$ cat config.mk
export PLATFORM = sky130hd
export DESIGN_NAME = cic3_row_readout
export DESIGN_NICKNAME = d
export VERILOG_FILES = /design/src/rtl/cic3_row_readout.sv
export SDC_FILE = /design/constraint.sdc
export NUM_CORES = 2
export LEC_CHECK = 0
export ABC_CLOCK_PERIOD_IN_PS = 8800
export CORE_UTILIZATION = 40
export CTS_BUF_LIST = sky130_fd_sc_hd__clkbuf_2
export DETAILED_ROUTE_END_ITERATION = 8
export PLACE_DENSITY_LB_ADDON = 0.05
export SLEW_MARGIN = 20
export SYNTH_ARGS = -nofsm -noshare
export SYNTH_HDL_FRONTEND = slang
export SYNTH_SLANG_ARGS = --single-unit
$ cat constraint.sdc
create_clock -name clk -period 8.8 [get_ports clk]
set_input_delay 0.88 -clock clk [delete_from_list [all_inputs] [get_ports clk]]
set_output_delay 0.88 -clock clk [all_outputs]
set_load 0.01 [all_outputs]
$ cat src/rtl/cic3_row_readout.sv
// Readout scheduler for one row of CIC3 decimation filters.
// On an accepted sample strobe the row outputs and channel mask are captured.
// The enabled channels are then streamed lowest-first as {id, sample} words
// over valid/ready. Strobes lost to back-pressure are counted as overruns.

// One shadow register per filter, loaded when a frame is accepted.
module cic3_shadow_lane #(
    parameter int DATA_W = 25
) (
    input  logic              clk,
    input  logic              reset_n,
    input  logic              cap,
    input  logic [DATA_W-1:0] d,
    output logic [DATA_W-1:0] q
);
    // Hold the captured sample for the whole frame.
    always_ff @(posedge clk or negedge reset_n) begin
        if (!reset_n)  q <= '0;
        else if (cap)  q <= d;
    end
endmodule

module cic3_row_readout #(
    parameter int NUM_FILTERS = 24,
    parameter int DATA_W      = 25,
    parameter int CHAN_W      = 5
) (
    input  logic                          clk,
    input  logic                          reset_n,
    input  logic                          enable,
    input  logic [NUM_FILTERS-1:0]        chan_mask,
    input  logic [NUM_FILTERS*DATA_W-1:0] filt_out,
    input  logic                          sample_strobe,
    input  logic                          ovr_clear,
    output logic [CHAN_W+DATA_W-1:0]      dout_data,
    output logic                          dout_first,
    output logic                          dout_last,
    output logic                          dout_valid,
    input  logic                          dout_ready,
    output logic                          busy,
    output logic                          overrun,
    output logic [7:0]                    drop_count,
    output logic [15:0]                   frame_count
);
    typedef enum logic {IDLE, SEND} state_t;

    state_t                               state;
    logic [NUM_FILTERS-1:0][DATA_W-1:0]   filt_arr;
    logic [NUM_FILTERS-1:0][DATA_W-1:0]   shadow;
    logic [NUM_FILTERS-1:0]               pending;
    logic [CHAN_W-1:0]                    hi_ch;

    logic [CHAN_W-1:0]                    cur_ch;
    logic [NUM_FILTERS-1:0]               cur_oh;
    logic [NUM_FILTERS-1:0]               rem;
    logic [CHAN_W-1:0]                    nxt_ch;
    logic [CHAN_W-1:0]                    new_ch;
    logic [CHAN_W-1:0]                    new_hi;
    logic                                 hs;
    logic                                 final_hs;
    logic                                 start_req;
    logic                                 start;
    logic                                 ovr_ev;

    function automatic logic [CHAN_W-1:0] lsb_idx(input logic [NUM_FILTERS-1:0] m);
        lsb_idx = '0;
        for (int i = NUM_FILTERS-1; i >= 0; i--)
            if (m[i]) lsb_idx = CHAN_W'(i);
    endfunction

    function automatic logic [CHAN_W-1:0] msb_idx(input logic [NUM_FILTERS-1:0] m);
        msb_idx = '0;
        for (int i = 0; i < NUM_FILTERS; i++)
            if (m[i]) msb_idx = CHAN_W'(i);
    endfunction

    assign filt_arr  = filt_out;
    assign busy      = (state == SEND);
    assign cur_ch    = dout_data[DATA_W +: CHAN_W];
    assign cur_oh    = NUM_FILTERS'(1) << cur_ch;
    assign rem       = pending & ~cur_oh;
    assign nxt_ch    = lsb_idx(rem);
    assign new_ch    = lsb_idx(chan_mask);
    assign new_hi    = msb_idx(chan_mask);
    assign hs        = dout_valid & dout_ready;
    // Last word of the frame is accepted this cycle; a strobe here is a
    // legal back-to-back frame start rather than an overrun.
    assign final_hs  = hs & dout_last;
    assign start_req = sample_strobe & enable & (|chan_mask);
    assign start     = start_req & ((state == IDLE) | final_hs);
    assign ovr_ev    = (state == SEND) & sample_strobe & enable & ~final_hs;

    genvar g;
    generate
        for (g = 0; g < NUM_FILTERS; g++) begin : g_lane
            cic3_shadow_lane #(.DATA_W(DATA_W)) u_lane (
                .clk     (clk),
                .reset_n (reset_n),
                .cap     (start),
                .d       (filt_arr[g]),
                .q       (shadow[g])
            );
        end
    endgenerate

    // Frame sequencer: owns the output register, pending mask and frame counter.
    always_ff @(posedge clk or negedge reset_n) begin
        if (!reset_n) begin
            state       <= IDLE;
            pending     <= '0;
            hi_ch       <= '0;
            dout_data   <= '0;
            dout_first  <= 1'b0;
            dout_last   <= 1'b0;
            dout_valid  <= 1'b0;
            frame_count <= '0;
        end else begin
            case (state)
                IDLE: begin
                    if (start) begin
                        pending    <= chan_mask;
                        hi_ch      <= new_hi;
                        dout_data  <= {new_ch, filt_arr[new_ch]};
                        dout_first <= 1'b1;
                        dout_last  <= (new_ch == new_hi);
                        dout_valid <= 1'b1;
                        state      <= SEND;
                    end
                end
                SEND: begin
                    if (hs) begin
                        if (rem != '0) begin
                            pending    <= rem;
                            dout_data  <= {nxt_ch, shadow[nxt_ch]};
                            dout_first <= 1'b0;
                            dout_last  <= (nxt_ch == hi_ch);
                        end else begin
                            frame_count <= frame_count + 16'd1;
                            if (start) begin
                                // New frame loads directly from the live inputs,
                                // keeping dout_valid high with no bubble.
                                pending    <= chan_mask;
                                hi_ch      <= new_hi;
                                dout_data  <= {new_ch, filt_arr[new_ch]};
                                dout_first <= 1'b1;
                                dout_last  <= (new_ch == new_hi);
                            end else begin
                                pending    <= '0;
                                dout_first <= 1'b0;
                                dout_last  <= 1'b0;
                                dout_valid <= 1'b0;
                                state      <= IDLE;
                            end
                        end
                    end
                end
                default: state <= IDLE;
            endcase
        end
    end

    // Sticky overrun and saturating drop counter; a new drop beats a clear.
    always_ff @(posedge clk or negedge reset_n) begin
        if (!reset_n) begin
            overrun    <= 1'b0;
            drop_count <= '0;
        end else if (ovr_ev) begin
            overrun    <= 1'b1;
            if (ovr_clear)                drop_count <= 8'd1;
            else if (drop_count != 8'hFF) drop_count <= drop_count + 8'd1;
        end else if (ovr_clear) begin
            overrun    <= 1'b0;
            drop_count <= '0;
        end
    end
endmodule

* Word level (Yosys, flattened, before mapping)
Cells that the tools add are included.
Storage, ports and cells: register bits 688, logic and storage cells 180, input port bits 630
Cells by class: bitwise gates (word level) 14, magnitude comparators 2, add/sub/neg operators 2, reduce and logical (&&, ||, !) cells 9, mux-type cells 111, shifts and indexed selects 1, equality and inequality tests 7
Operator list (number):
- 5-bit 2-to-1 mux | 73
- 25-bit binary-select mux with 5-bit select | 2
- 24-bit 2-to-1 mux | 4
- 30-bit 2-to-1 mux | 3
- 30-bit one-hot mux with 2 select lines | 1
- 25-bit 2-to-1 mux | 2
- 24-bit one-hot mux with 2 select lines | 1
- 8-bit 2-to-1 mux | 4
- 24-bit bitwise AND | 1
- 24-bit inverter | 1
- 24-bit nonzero test | 1
- 24-bit OR reduction | 1
- 1-bit by 5-bit left shift with 24-bit output, first input constant | 1
- 16-bit by 1-bit adder with 16-bit output, second input constant | 1
- 1-bit 2-to-1 mux | 16
- 5-bit by 6-bit less-than comparator with 1-bit output, second input constant | 2
- 5-bit == test | 2
- 5-bit one-hot mux with 2 select lines | 1
- 8-bit by 1-bit adder with 8-bit output, second input constant | 1
- 1-bit bitwise AND | 8
- 8-bit inequality test, second input constant | 1
- 1-bit one-hot mux with 2 select lines | 4
- 2-bit AND reduction | 3
- 2-bit by 1-bit inequality test with 1-bit output, second input constant | 2
- 6 further kinds | 10

* Logic depth before layout (Yosys ltp)
depth after elaboration 32, depth in mapped cells 16, gate-level depth less buffers 10

* Modules after synthesis
From an unflattened synthesis, not the netlist that was laid out.
Second synthesis, totals: cells, all modules 3917, area total of the unflattened synthesis 41065.6 um^2
By module, submodules not included:
- cic3_shadow_lane | sequential area each 625.6 um^2, area an instance 1033.5 um^2, times used 24, cells each 53
- cic3_row_readout | sequential area each 2202.1 um^2, area an instance 16261.8 um^2, times used 1, cells each 2645

* Worst setup path before layout
Ideal clock, no wire load.
path kind input port to flip-flop, start point input port chan_mask[1], end point register dout_data[11], setup time 64 ps, stages on the path 13, required time 8736 ps, setup slack 5191 ps, buffers on the path 4, data arrival time 3544 ps, path through clkbuf_1 -> nor4_1 -> nand2_1 -> nor3_1 -> a21oi_1 -> nand2b_1 -> clkbuf_1 -> or3_1 -> clkbuf_1 -> clkbuf_1 -> o22ai_1 -> o31ai_1 -> a31o_2
On the way: word-level cells in the longest chain between the ends 8, elaborated cells on any way between the ends 11, classes of those cells mux (8); bitwise (2); reduce/logical (1)
Ends and longest elaborated chain:
- from (decl) | line 31 | input logic [NUM_FILTERS-1:0] chan_mask,
- 5-bit 2-to-1 mux (2 in series) | line 68 | if (m[i]) lsb_idx = CHAN_W'(i);
- 25-bit binary-select mux with 5-bit select | line 123, 144
- 25-bit 2-to-1 mux (implied by the code) | line 123, 144
- 30-bit 2-to-1 mux (*) | line 120, 139
- 30-bit 2-to-1 mux | line 132 | if (rem != '0) begin
- 30-bit 2-to-1 mux | line 131 | if (hs) begin
- 30-bit one-hot mux with 2 select lines (*) | line 118 | case (state)
- to (signal assigned) | line 123 | dout_data <= {new_ch, filt_arr[new_ch]};
- to (signal assigned) | line 134 | dout_data <= {nxt_ch, shadow[nxt_ch]};
- to (signal assigned) | line 144 | dout_data <= {new_ch, filt_arr[new_ch]};
- to (decl) | line 35 | output logic [CHAN_W+DATA_W-1:0] dout_data,
Every way passes the cells marked *; elsewhere a longest branch is shown, timed or not. The select of a mux whose other input is x is not followed. A chain may end at the register's enable or synchronous reset.

* Final worst setup path
start point register dout_data[25], end point register dout_data[20]
On the way: word-level cells in the longest chain between the ends 32, elaborated cells on any way between the ends 33, classes of those cells shift (1); mux (29); bitwise (2); reduce/logical (1)
Ends and longest elaborated chain:
- 1-bit by 5-bit left shift with 24-bit output (*) | line 80 | assign cur_oh = NUM_FILTERS'(1) << cur_ch;
- 24-bit inverter (*) | line 81 | assign rem = pending & ~cur_oh;
- 24-bit bitwise AND (*) | line 81
- 5-bit 2-to-1 mux (24 in series) | line 68
- 25-bit binary-select mux with 5-bit select | line 134
- 25-bit 2-to-1 mux (implied by the code) | line 134
- 30-bit 2-to-1 mux (*) | line 132
- 30-bit 2-to-1 mux (*) | line 131
- 30-bit one-hot mux with 2 select lines (*) | line 118
Marked as above.

==> impl_metrics.csv <==
group,metric,value,unit
worst_hold_path,min_path_cells,3,
cts,cts_hold_buffers,589,
floorplan,coreArea,0.0935,mm2
place,io_buffers,688,
logic_synthesis,synth_area,0.0378,mm2
worst_hold_path,worst_hold_path_type,"input port to register",
place,gp_congestion,1.03,
grt,antenna_found_initial,30,
place,placed_cell_area,0.0459,mm2
routing,avgViaCountPerCell,5.70,
cts,clock_sinks,688,
sta,maxSlewViolCount,0,
grt,grt_max_degree,200,
floorplan,dieArea,0.0958,mm2
routing,drt-pass1-iter-count,8,
critical_path,worst_ep_required_time,10.17,ns
critical_path,reg2regPathDepth,10,
cts,ctsResizeCount,0,
run,maxCapViolations,0,
logic_synthesis,synthDistinctLibCells,83,
sta,tns,0,ns
floorplan,start_util,40.5,%
logic_synthesis,synth.net_count,5212,
power,p_int,0.00862,W
logic_synthesis,ys.flop_type,"dfrtp_1",
sta,setup_viol_count_final,0,
routing,routed_wl,193000,um
routing,drc,0,
power,p_switching,0.00798,W
logic_synthesis,synth-seq-cells,688,
place,dp_hpwl,136000,um
sta,worst_slew_pin_slew,1.26,ns
sta,fmax,180,MHz
logic_synthesis,ys_async_sr_fraction,100,%
layout,num-fill-cells,8701,
critical_path,worstPathArrival,6.91,ns
grt,grt_overflow,0,
logic_synthesis,yosys_warnings,0,
cts,cts.path.max_buffers,3,
logic_synthesis,seq_area_frac_synth,45.5,%
routing,drtAntennaViolNets,0,
power,ir_worst_vdd,0.333,mV
cts,cts.clk_slew.worst_paths,0.11,ns
sta,finalClockSkew,0.102,ns
grt,grt_pass1_wl,273000,um
floorplan,die_w,309,um
power,pwr-share-clk,15.2,%
routing,wl_per_cell,26.7,um
sta,rsz0062_at_grt,"false",
power,p_leak,25.1,nW
critical_path,endpoint_kind,"register",
sta,finalHoldViolCount,0,
grt,grt_util_all_layers,39.6,%
critical_path,critPathKind,"register to register",
layout,stdcell_area,0.0536,mm2
power,combPwrFrac,51.6,%
layout,syn_to_final_growth,41.8,%
logic_synthesis,synth.avg_cell_area,8.26,um2
routing,vias,41100,
sta,timing.final.crit_share,63.0,%
sta,slew_headroom,13.9,%
cts,numCtsBuffers,191,
power,p_seq_share,33.2,%
cts,clk_latency,1.55,ns
floorplan,rows,112,
power,p_sw_share,48.1,%
cts,h-tree-depth,4,
cts,cts_tree,"built",
cts,cts-root-buf,"clkbuf_2",
logic_synthesis,synthCells,4580,
critical_path,start_kind,"register",
layout,final_net_count,6428,
sta,fin_crit,5.54,ns
cts,post_cts_buffers,0,
floorplan,die_h,309,um
logic_synthesis,synth_edf_count,0,
floorplan,ios,689,
power,power,0.0166,W
critical_path,crit_fanout,26,
grt,first_global_vias,40200,
power,p_per_area,310,mW/mm2
routing,drtIter0Drc,5189,
layout,layout-drive-gt1-share,9.22,%
status,status,"complete, no violations",
[logic make-up after synthesis]
group	after synthesis	synth area share, %
buffers and inverters	394	3.99
flip-flops	688	45.5
AO/OA/AOI/OAI	802	15.5
AND/OR/NAND/NOR	2267	23.4
adder cells (fa/ha/maj)	2	0.0662
XOR/XNOR	24	0.556
multiplexers	403	11.0
[cells in the final DEF (no fill, tap or decap), types with 12 or more instances in the layout]
master	synthesis	routed
nand2_1	1962	1961
dfrtp_1	688	688
clkdlybuf4s50_1	0	687
dlygate4sd3_1	0	588
mux2i_1	317	315
clkbuf_2	1	279
o21ai_0	133	131
nor2_1	134	130
o22ai_1	117	117
o221ai_1	102	101
a211oi_1	95	95
mux2_2	86	86
nand3_1	79	79
buf_4	0	66
inv_1	64	64
a21oi_1	44	40
clkinv_1	1	39
a31o_2	39	39
a31oi_1	29	29
o31ai_1	27	26
diode_2	0	25
o31a_1	20	20
o311ai_0	23	19
a31o_1	17	17
a221oi_1	15	15
o211ai_1	14	14
xnor2_1	14	14
nand4_1	13	13
a221o_1	13	13
o21a_1	12	12
[power by group through the flow]
| stage | Clock [W] | Sequential [W] | Combinational [W] |
|---|---|---|---|
| floorplan | 0 | 0.00529 | 0.00455 |
| global placement | 0 | 0.00551 | 0.00797 |
| detailed placement | 0 | 0.00553 | 0.00803 |
| CTS | 0.00255 | 0.00548 | 0.00828 |
| global route | 0.00271 | 0.00567 | 0.00890 |
| finish | 0.00252 | 0.00552 | 0.00856 |
[metal layers]
metal	GRT usage [%]	vias up	part of all wire, %	routed length, um
met1	50.5	19900	39	75200
met3	10.8	490	10	20000
met2	59.4	2401	44	85100
li1	-	18300	-	-
met4	24.5	24	6.5	12500
met5	0	-	0.086	166
[sequential cells by signal, summed over array words and instances (netlist names), 5 cells and up]
register and count:
dout_data 30, hi_ch 5, pending 24, drop_count 8, g_lane.u_lane.q 600, frame_count 16
[worst max-delay path: stages, from the launching register on]
cell and delay, ns:
dfrtp_1 0.54, nand2b_1 0.40, o21ai_0 0.63, nand2_1 0.26, o311a_4 0.59, or4_2 1.15, or2_1 0.44, buf_4 0.25
o22ai_1 0.45, o22ai_1 0.35, a31o_1 0.30
[worst paths after layout]
check,endpoint,startpoint,slack [ns]
worst min register to register,frame_count[15]$_DFFE_PN0P_,frame_count[15]$_DFFE_PN0P_,0.47
worst max-delay path,dout_data[20]$_DFFE_PN0N_,dout_data[25]$_DFFE_PN0N_,3.26
worst min-delay path,g_lane[10].u_lane.q[6]$_DFFE_PN0P_,filt_out[256],0.1
min in group asynchronous,dout_data[7]$_DFFE_PN0N_,reset_n,0.44
worst max register to register,dout_data[20]$_DFFE_PN0N_,dout_data[25]$_DFFE_PN0N_,3.26
max in group asynchronous,g_lane[5].u_lane.q[9]$_DFFE_PN0P_,reset_n,6.35
[final cells by class]
| type | count | area [um2] | share of cell area [%] |
|---|---|---|---|
| multi-input combinational | 3498 | 19300 | 36.0 |
| sequential | 688 | 17200 | 32.1 |
| timing repair buffer | 1352 | 13500 | 25.1 |
| tap | 1254 | 1570 | 2.93 |
| clock buffer | 279 | 1400 | 2.60 |
| clock inverter | 51 | 364 | 0.679 |
| inverter | 65 | 244 | 0.455 |
| antenna | 25 | 62.6 | 0.117 |
[stage by stage]
stage | hold WS (ns) | cells | setup slack (ns) | util (%)
4_1_cts | 0.00303 | 7187 | 3.55 | 57.3
3_3_place_gp | 0.451 | 6268 | 3.18 | 49.1
3_5_place_dp | 0.456 | 6268 | 3.05 | 49.1
2_1_floorplan | 0.438 | 4580 | 5.19 | -
5_1_grt | 0.0242 | 7205 | 3.37 | 57.4
6_report | 0.0973 | 7212 | 3.26 | 57.4
[synth_stat cells (all sizes together) (5+ instances only)]
library cell	n	area, um2
nand2	1962	7360
dfrtp	688	17200
mux2i	317	3170
clkbuf	286	1070
o21ai	148	767
nor2	134	503
o22ai	117	732
o221ai	102	893
a211oi	95	713
mux2	86	968
nand3	79	395
inv	64	240
a31o	56	490
a21oi	45	229
buf	43	191
a31oi	29	181
o31ai	27	203
o311ai	24	218
o31a	20	175
a221oi	15	131
o211ai	15	118
xnor2	14	123
a221o	13	130
nand4	13	81.3
nor3	13	70.1
o21a	12	90.1
o221a	12	135
or3	10	62.6
xor2	10	87.6
and3	8	50.1
nand2b	8	50.1
nor2b	8	50.1
a22oi	7	52.6
nor4	7	43.8
a21boi	6	45.1
or2	6	37.5
a211o	5	43.8
o21bai	5	37.5
Power figures use the tool's default switching activity.
